File: config.mk
export PLATFORM = sky130hd
export DESIGN_NAME = req_index_encoder8
export DESIGN_NICKNAME = d
export VERILOG_FILES = /design/src/rtl/req_index_encoder8.sv
export SDC_FILE = /design/constraint.sdc
export NUM_CORES = 1
export LEC_CHECK = 0
export CORE_UTILIZATION = 48
export CTS_BUF_LIST = sky130_fd_sc_hd__clkbuf_16
export DETAILED_ROUTE_END_ITERATION = 7
export PLACE_DENSITY = 0.82
export SLEW_MARGIN = 0
export SYNTH_ARGS = -nofsm -noshare
export SYNTH_HDL_FRONTEND = slang
export SYNTH_SLANG_ARGS = --single-unit
File: constraint.sdc
create_clock -name clk -period 6.45 [get_ports clk]
set_input_delay 1.29 -clock clk [delete_from_list [all_inputs] [get_ports clk]]
set_output_delay 1.29 -clock clk [all_outputs]
set_load 0.02 [all_outputs]
File: src/rtl/req_index_encoder8.sv
// Sticky request collector that hands out one pending index at a time on a valid/ready port.
// Define REQ_RR_ARB_EN for round-robin arbitration; otherwise the highest pending index wins.
module req_index_encoder8 #(
    parameter int REQ_W = 8,
    parameter int IDX_W = 3
) (
    input  logic             clk,
    input  logic             rst,
    input  logic [REQ_W-1:0] req,
    output logic [IDX_W-1:0] out_idx,
    output logic             out_valid,
    input  logic             out_ready,
    output logic [REQ_W-1:0] pending,
    output logic [IDX_W:0]   pend_cnt,
    output logic             ovf
);

    logic [REQ_W-1:0] pending_q;
    logic [REQ_W-1:0] pending_d;
    logic [IDX_W:0]   pendCnt_q;
    logic [IDX_W:0]   pendCnt_d;
    logic [IDX_W-1:0] outIdx_q;
    logic             outValid_q;
    logic             ovf_q;
    logic             ovf_d;
    logic [IDX_W-1:0] sel;
    logic [REQ_W-1:0] loadMask;
    logic             load;
    logic             hs;

`ifdef REQ_RR_ARB_EN
    logic [IDX_W-1:0] ptr_q;
    logic [IDX_W-1:0] cand;
    logic             found;

    // Walk forward from the slot after the last winner; k=REQ_W wraps back onto ptr itself.
    always_comb begin
        sel   = '0;
        cand  = '0;
        found = 1'b0;
        for (int k = 1; k <= REQ_W; k++) begin
            cand = ptr_q + IDX_W'(k);
            if (!found && pending_q[cand]) begin
                sel   = cand;
                found = 1'b1;
            end
        end
    end

    always_ff @(posedge clk) begin
        if (rst) begin
            ptr_q <= '1;
        end else if (load) begin
            ptr_q <= sel;
        end
    end
`else
    always_comb begin
        sel = '0;
        for (int i = 0; i < REQ_W; i++) begin
            if (pending_q[i]) begin
                sel = IDX_W'(i);
            end
        end
    end
`endif

    assign hs   = outValid_q & out_ready;
    assign load = (!outValid_q | out_ready) & (|pending_q);

    // A strobe on the bit being loaded this cycle re-arms it rather than counting as overflow.
    always_comb begin
        loadMask = '0;
        if (load) begin
            loadMask[sel] = 1'b1;
        end
        pending_d = (pending_q & ~loadMask) | req;
        ovf_d     = ovf_q | (|(req & pending_q & ~loadMask));
        pendCnt_d = (IDX_W+1)'($countones(pending_d));
    end

    always_ff @(posedge clk) begin
        if (rst) begin
            pending_q  <= '0;
            pendCnt_q  <= '0;
            ovf_q      <= 1'b0;
            outIdx_q   <= '0;
            outValid_q <= 1'b0;
        end else begin
            pending_q <= pending_d;
            pendCnt_q <= pendCnt_d;
            ovf_q     <= ovf_d;
            if (load) begin
                outIdx_q   <= sel;
                outValid_q <= 1'b1;
            end else if (hs) begin
                outValid_q <= 1'b0;
            end
        end
    end

    assign out_idx   = outIdx_q;
    assign out_valid = outValid_q;
    assign pending   = pending_q;
    assign pend_cnt  = pendCnt_q;
    assign ovf       = ovf_q;

endmodule

==> results, run 1 <==
- The leakage dissipation is between 0.0005 and 0.0006 µW.
- The path class of the lowest-slack min-delay path is reg -> reg.
- At the worst endpoint, the required time is between 6 and 7 ns.
- The fmax is 203 MHz.
- The number of nets handed over by synthesis was about 110.
- For this design the ratio of total power to cell area is about 300 nW/µm².
- The cell taking the most area after synthesis is dfxtp_1.
- The time the final worst path needs with I/O delays and setup is between 4 and 5 ns.
- The remaining antenna violation count is 0.
- The area growth from synthesis to layout is 40.8%.
- Across the routed clock network, the largest skew measured is roughly 0.003 ns.
- The number of hold buffers added after CTS is 0.
- The layout filler cell count is 140.
- The remaining max-slew budget at the tightest pin is about 55%.
- The number of DRC markers in iteration 0 is 19.
- The kind of end point of the critical path is a flop.
- OpenSTA, run right after detailed placement, puts the worst setup slack at 1.30 ns.
- After detailed routing, the average wire length per cell comes to 14.3 µm.
- The die is 45.2 µm tall.
- After synthesis, flip-flops and latches occupy between 30% and 40% of the total area.
- The via count of the first global-routing pass is between 700 and 800.
- The final hold slack is between 0.4 and 0.5 ns.
- The signal arrival time at the worst endpoint is approximately 5.0 ns.
- The share of cells above drive strength 1 is about 7.2%.
- The worst min-delay path startpoint is out_idx[0].
- Across all setup checks in the final design, the least slack found is 1.52 ns.
- Once the clock tree was built, the setup fixing pass inserted 0 buffers.
- The net switching component of the power is roughly 120 µW.
- The run finished with clean final reports.
- Setup repair after global routing left no endpoint under its margin.
- Summed over all nets, the half-perimeter wirelength after detailed placement is between 1.5 and 2 mm.
- The total number of vias is approximately 850.
- The tool flagged a number of max-cap violations equal to 0.
- The TritonCTS sink count is 17.
- For this configuration, the core starts out at a cell density of about half.
- The cell count of the worst reg-to-reg path is 14.
- Setup violations remaining at the end of the flow were counted as 0.
- The critical path in this run is classified as in -> reg.
- The number of resized instances in the post-cts repair step is 0.
- The tree is rooted in a clkbuf_16.
- The initialized floorplan defines 15 standard-cell rows.
- Routability-driven placement finished with a final weighted congestion of roughly 0.85.
- The largest fanout of any net on the critical path is 5.
- The largest individual stage delay along the critical path comes from the cell fa_1.
- At the end of the flow, the number of nets in the layout was between 100 and 150.
- The clock group share of total power is 32.1%.
- The start of the worst register-to-register path is pending[5].
- The number of flip-flops and latches in the synthesized netlist is 17.
- The pin slew with the least headroom to its limit is ~0.68 ns.
- The later pin in the worst-skew pair is clocked with a latency of 0.25 ns.
- The number of antenna violations at the first check in global routing is 0.
- The worst setup path is launched from an input port.
- Summing all placed instances gives a cell area of between 1000 and 1500 µm².
- The number of antenna diodes in the final layout is 0.
- The global-route wire length before repair is ~3.3 mm.
- The floorplan die width is roughly 45 µm.
- In this run, CTS created clock tree buffers numbering 3.
- The peak supply drop is 191 µV.
- After clock tree synthesis, the clock-pin slew on the worst setup and hold paths is roughly 0.050 ns.
- TritonCTS built the clock tree.
- The sequential group share of total power is around a third.
- The overall power after layout is around 380 µW.
- The number of levels in the clock H-tree is 1.
- Global routing finished with a remaining overflow of 0.
- Synthesis handed over a netlist of between 90 and 100 instances.
- The largest stage delay on the critical path is 0.55 ns.
- The critical path goes through clkdlybuf4s50_1, nand2b_1, nand3_2, a211o_1, a21o_1, fa_1, inv_1, fa_1, fa_1, inv_1, ha_1, inv_1, fa_1, xor2_1, nor2_1.
- The summed area of non-filler cells in the final layout is 1260 µm².
- The cell count of the worst hold path is 2.
- Counting distinct cell types in the post-synthesis netlist gives 35.
- In this run switching power makes up a little under a third of total power.
- After layout, the worst path uses roughly three quarters of the clock period.
- Setup total negative slack on the finished layout was measured at 0 ns.
- The number of design rule violations left after detail routing is 0.
- The floorplan step defined a core boundary enclosing around 1700 µm².
- The count of pins on the block boundary is 28.
- The die covers between 2000 and 2500 µm².
- The number of buffer cells added on primary ports is 27.
- For this run, the number of Yosys warnings is 0.
- Combinational logic burns between 30 and 40% of the power.
- For this block, the routed nets add up to approximately 2.1 mm of wire.
- The clock passes through at most 2 buffers.
- The maximum number of pins on one net before global-route repair is 18.
- The share of synthesized area in the top cell type comes to a little under two fifths.
- Before antenna repair, the detailed router went through 4 iterations.
- The internal power of the cells totals around 270 µW.
- Summing every instance area after synthesis gives 895 µm².
- The final max-slew violation count is 0.
- The endpoint with the worst hold slack is out_idx[0].
- The hold violation total from the final report was 0.
- The via count normalized by instance count is approximately 5.7.
- The worst reg2reg path endpoint is pend_cnt[2].
- By area the synthesized netlist is led by dfxtp_1 (38%), fa_1 (9.0%), a21oi_1 (5.0%).
- The global-route usage over all layers is approximately a quarter.
- In this run the register-to-register setup slack is 2.41 ns.
- The most frequent cell on the critical path is fa_1.
- A synthesized cell averages roughly 9.3 µm².
## synthesized netlist by cell type
master and n:
xor2_1 1, dfxtp_1 17, nor2b_1 5, nand2b_1 2
fa_1 4, o311ai_0 1, o21bai_1 1, ha_1 3
nand2_1 5, o211ai_1 1, a21oi_1 9, a211o_1 1
nor4_1 1, a21o_1 3, a31oi_1 3, or3_2 1
buf_6 1, a22oi_1 1, nand4_1 1, a32o_1 1
inv_1 9, a311oi_1 1, nor2_1 11, nor3b_1 1
and2_2 1, nand3_1 1, a211oi_1 1, nor2b_4 1
a41oi_1 1, a21o_2 1, clkbuf_1 1, nand3_2 1
o21ai_0 2, nor4_4 1, a311o_1 1
## metrics by stage
step	std cells	util (%)
after floorplan	96	-
after global placement	146	67.7
after detailed placement	146	67.7
after CTS	150	72.2
after global routing	150	72.2
final	150	72.2
## cell usage in the layout, fill, tap and decap left out, drive strengths merged, types with 2 or more instances in the layout
cell,instances
a21o,4
a21oi,9
a31oi,3
clkbuf,3
clkdlybuf4s50,27
dfxtp,17
fa,4
ha,3
inv,10
nand2,5
nand2b,2
nand3,2
nor2,11
nor2b,6
nor4,2
o21ai,2
## registers in the layout, summed over array words and instances, names as in the netlist
signal     flops
ovf            1
out_idx        3
out_valid      1
pending        8
pend_cnt       4
## how the worst max path moves through the flow
stage	endpoint	slack (ns)	from
after global placement	pend_cnt[2]	1.35	out_ready
after floorplan	pend_cnt[2]	2.00	out_ready
after detailed placement	pend_cnt[2]	1.30	out_ready
after global routing	pend_cnt[2]	1.37	out_ready
final	pend_cnt[2]	1.52	out_ready
after CTS	pend_cnt[2]	1.52	out_ready
## critical path, delay by kind of cell
family          cells  cell delay (ns)
simple gates        3             0.37
fa+ha+maj           5             2.04
buf+inv             4             0.66
xor+xnor            1             0.14
compound gates      2             0.52
## area by class of cell
| cell class | count | area [µm²] | area share, % |
|---|---|---|---|
| Inverter | 9 | 33.8 | 2.68 |
| Timing Repair Buffer | 27 | 270 | 21.4 |
| Multi-Input combinational cell | 68 | 505 | 40.1 |
| Sequential cell | 17 | 340 | 27.0 |
| Clock buffer | 3 | 75.1 | 5.96 |
| Tap cell | 25 | 31.3 | 2.48 |
| Clock inverter | 1 | 3.75 | 0.298 |
## logic make-up after synthesis
family | Yosys count | synth area share, %
adders and majority gates | 7 | 13.1
buffers and inverters | 11 | 5.45
DFF | 17 | 38.0
AOI/OAI and AO/OA | 28 | 21.3
and+or+nand+nor | 32 | 21.1
xor gates and xnor gates | 1 | 0.979
## layer usage
layer  track usage (%)  vias up  wire length [µm]
met4              13.3        0                70
met3              5.60        9               158
met2              37.1       44              1020
met5                 0        -                 0
li1                  -      397                 -
met1              29.0      398               901
## power groups by stage
| stage | logic, µW | clock network (µW) | registers (µW) |
|---|---|---|---|
| floorplan | 57.3 | 0 | 151 |
| global placement | 123 | 0 | 134 |
| detailed placement | 126 | 0 | 134 |
| CTS | 128 | 125 | 132 |
| global route | 140 | 129 | 134 |
| finish | 127 | 123 | 132 |
Power figures use the tool's default switching activity.
==> run 2: changes to the inputs <==
- CORE_UTILIZATION: 48 -> 40
- PLACE_DENSITY: 0.82 -> 0.73
- clock period: 6.45 -> 4.35 ns (I/O delays scaled with it)
==> results, run 2 (synthesis results as in run 1) <==
- The fmax is 249 MHz.
- Leaving out fill and tap cells, the most frequent cells in the layout are clkdlybuf4s50_1 (26), dfxtp_1 (17), nor2_1 (11).
- The repair_antennas step left the layout with diodes totalling 0.
- The peak supply drop is between 400 and 500 µV.
- The class of the most critical setup path is in -> reg.
- Cells fill 64.7% of the core in the end.
- Clock-pin slew was measured on the worst setup and hold paths at 0.05 ns.
- The min-delay analysis places its worst path in the category reg -> reg.
- The flow ran to the end, and the final reports show no timing, DRC or antenna violations.
- The number of levels in the clock H-tree is 1.
- The sum of net half-perimeters after detailed placement is 1.52 mm.
- From bottom edge to top edge, the die measures between 40 and 50 µm.
- The detailed-routing iteration count for the pre-antenna-repair pass is 4.
- The detail route stage leaves a number of antenna-violating nets equal to 0.
- The share of cells above drive strength 1 is between 10% and 20%.
- The number of hold buffers added after CTS is 0.
- Setup repair after global routing left no endpoint under its margin.
- The sum of overflow across all layers after global routing is 0.
- The number of clock buffers added by TritonCTS is 3.
- The number of flip-flops under the largest register name is 8.
- At the pin with the least slew margin, the transition time is 0.676 ns.
- The number of buffer cells added on primary ports is 27.
- The routed design has 2.04 mm of wire.
- The number of antenna violations at the first check in global routing is 0.
- TritonCTS built the clock tree.
- The final max-slew violation count is 0.
- The number of buffers added for setup after CTS is 0.
- The hold violation total from the final report is 0.
- The count of pins on the block boundary is 28.
- The net count of the finished layout is 148.
- No sink is reached through more buffers than the 2 on the longest clock path.
- The global-route usage over all layers is between 10% and 20%.
- The placer's final routability congestion estimate is between 0.8 and 0.9.
- On the final layout, the worst clock skew is roughly 0.0036 ns.
- The routed design could run at a clock period as short as about 4.0 ns.
- The layout-stage area growth over the synthesis result is 46.2%.
- The power density over the cells is approximately 440 nW/µm².
- The remaining max-slew budget at the tightest pin is 54.8%.
- The count of final setup violators is 0.
- The first global-routing pass estimated around 3.5 mm of wire.
- The kind of launch point of the worst setup path is an input port.
- Dividing the detail-routed wire length by the instance count gives around 13 µm.
- The worst-skew pair later-pin latency is 0.25 ns.
- Adding up every negative setup slack in the final design gives 0 ns.
- Across the run, the number of max-cap violations was 0.
- The via count of the first global-routing pass came to between 800 and 900.
- The data required time of the critical path is 4.46 ns.
- In the finished design, the share of the clock period the worst path needs comes to ~92%.
- The die covers approximately 2400 µm².
- Dividing the detail-routed via count by the number of cells gives 5.29.
- The floorplan die width is a little under 50 µm.
- STA classifies the critical path endpoint as a flop.
- The cell sitting at the root of the clock tree is a clkbuf_16.
- Of all nets on the critical path, the largest fanout is 2.
- Row generation in the floorplan step produced 16 rows.
- The total number of vias is just over 800.
- The effective utilization at floorplan is 44.2%.
- The TritonCTS sink count is 17.
- The signal arrival time at the worst endpoint is 4.12 ns.
- The most frequent standard cell in the layout excluding fill and tap cells is clkdlybuf4s50_1.
- In this run the standard cell core region covers approximately 2000 µm².
- The leakage dissipation is 0.000545 µW.
- The detailed router finished its first iteration with 14 violations.
- For this run, design rule violations remaining after detail routing come to 0.
- Entering global routing, the biggest net connects 18 pins.
run 2: layer usage:
| metal | vias to the layer above | wire (µm) | track usage, % |
|---|---|---|---|
| met2 | 27 | 1050 | 32.4 |
| met5 | - | 0 | 0 |
| met3 | 4 | 104 | 5.92 |
| li1 | 406 | - | - |
| met4 | 0 | 26 | 5.88 |
| met1 | 388 | 860 | 21.7 |
run 2: path summary, 6_finish.rpt:
path / start / end / slack, ns / cells past startpoint
worst max-delay path: out_ready / pend_cnt[1] / 0.34 / 14
worst min-delay path: out_idx[2] / out_idx[2] / 0.50 / 2
worst max register to register: pending[6] / pend_cnt[1] / 0.42 / 13
worst min register to register: out_idx[2] / out_idx[2] / 0.50 / 2
run 2: final cells by class:
cell class	instances	area (µm²)
clock buffers	3	75.1
clock inverters	1	3.75
fillers	178	714
inverters	9	33.8
multi-input cells	68	518
flip-flops and latches	17	340
well taps	27	33.8
repair buffers	31	303
run 2: critical path: stages:
cell,delay [ns]
dlymetal6s2s_1,0.10
nand2b_4,0.14
nand3_2,0.08
a211o_1,0.30
a21o_1,0.21
fa_1,0.53
inv_1,0.05
fa_1,0.48
fa_1,0.49
inv_1,0.07
ha_2,0.17
inv_1,0.05
fa_2,0.52
nor2_1,0.04
run 2: what timing repair did:
item / in CTS / in global routing
endpoints found under the setup margin: 1 / 2
gates resized for setup: 1 / 3
pin swaps: 2 / 5
run 2: metrics by stage:
step           cells  setup WS, ns  area [µm²]  total power, µW  hold WS (ns)
2_1_floorplan     96         0.316         895              309         0.564
3_3_place_gp     152        -0.237        1210              386         0.489
3_5_place_dp     152        -0.267        1210              388         0.497
4_1_cts          156        0.0345        1300              573         0.506
5_1_grt          156         0.168        1310              612         0.539
6_report         156         0.339        1310              573         0.496
run 2: report_power, final:
part / internal (µW) / switching, µW / total (µW)
registers: 179 / 14.7 / 194
clock network: 122 / 59.4 / 181
logic: 97.6 / 99.9 / 198
total: 399 / 174 / 573
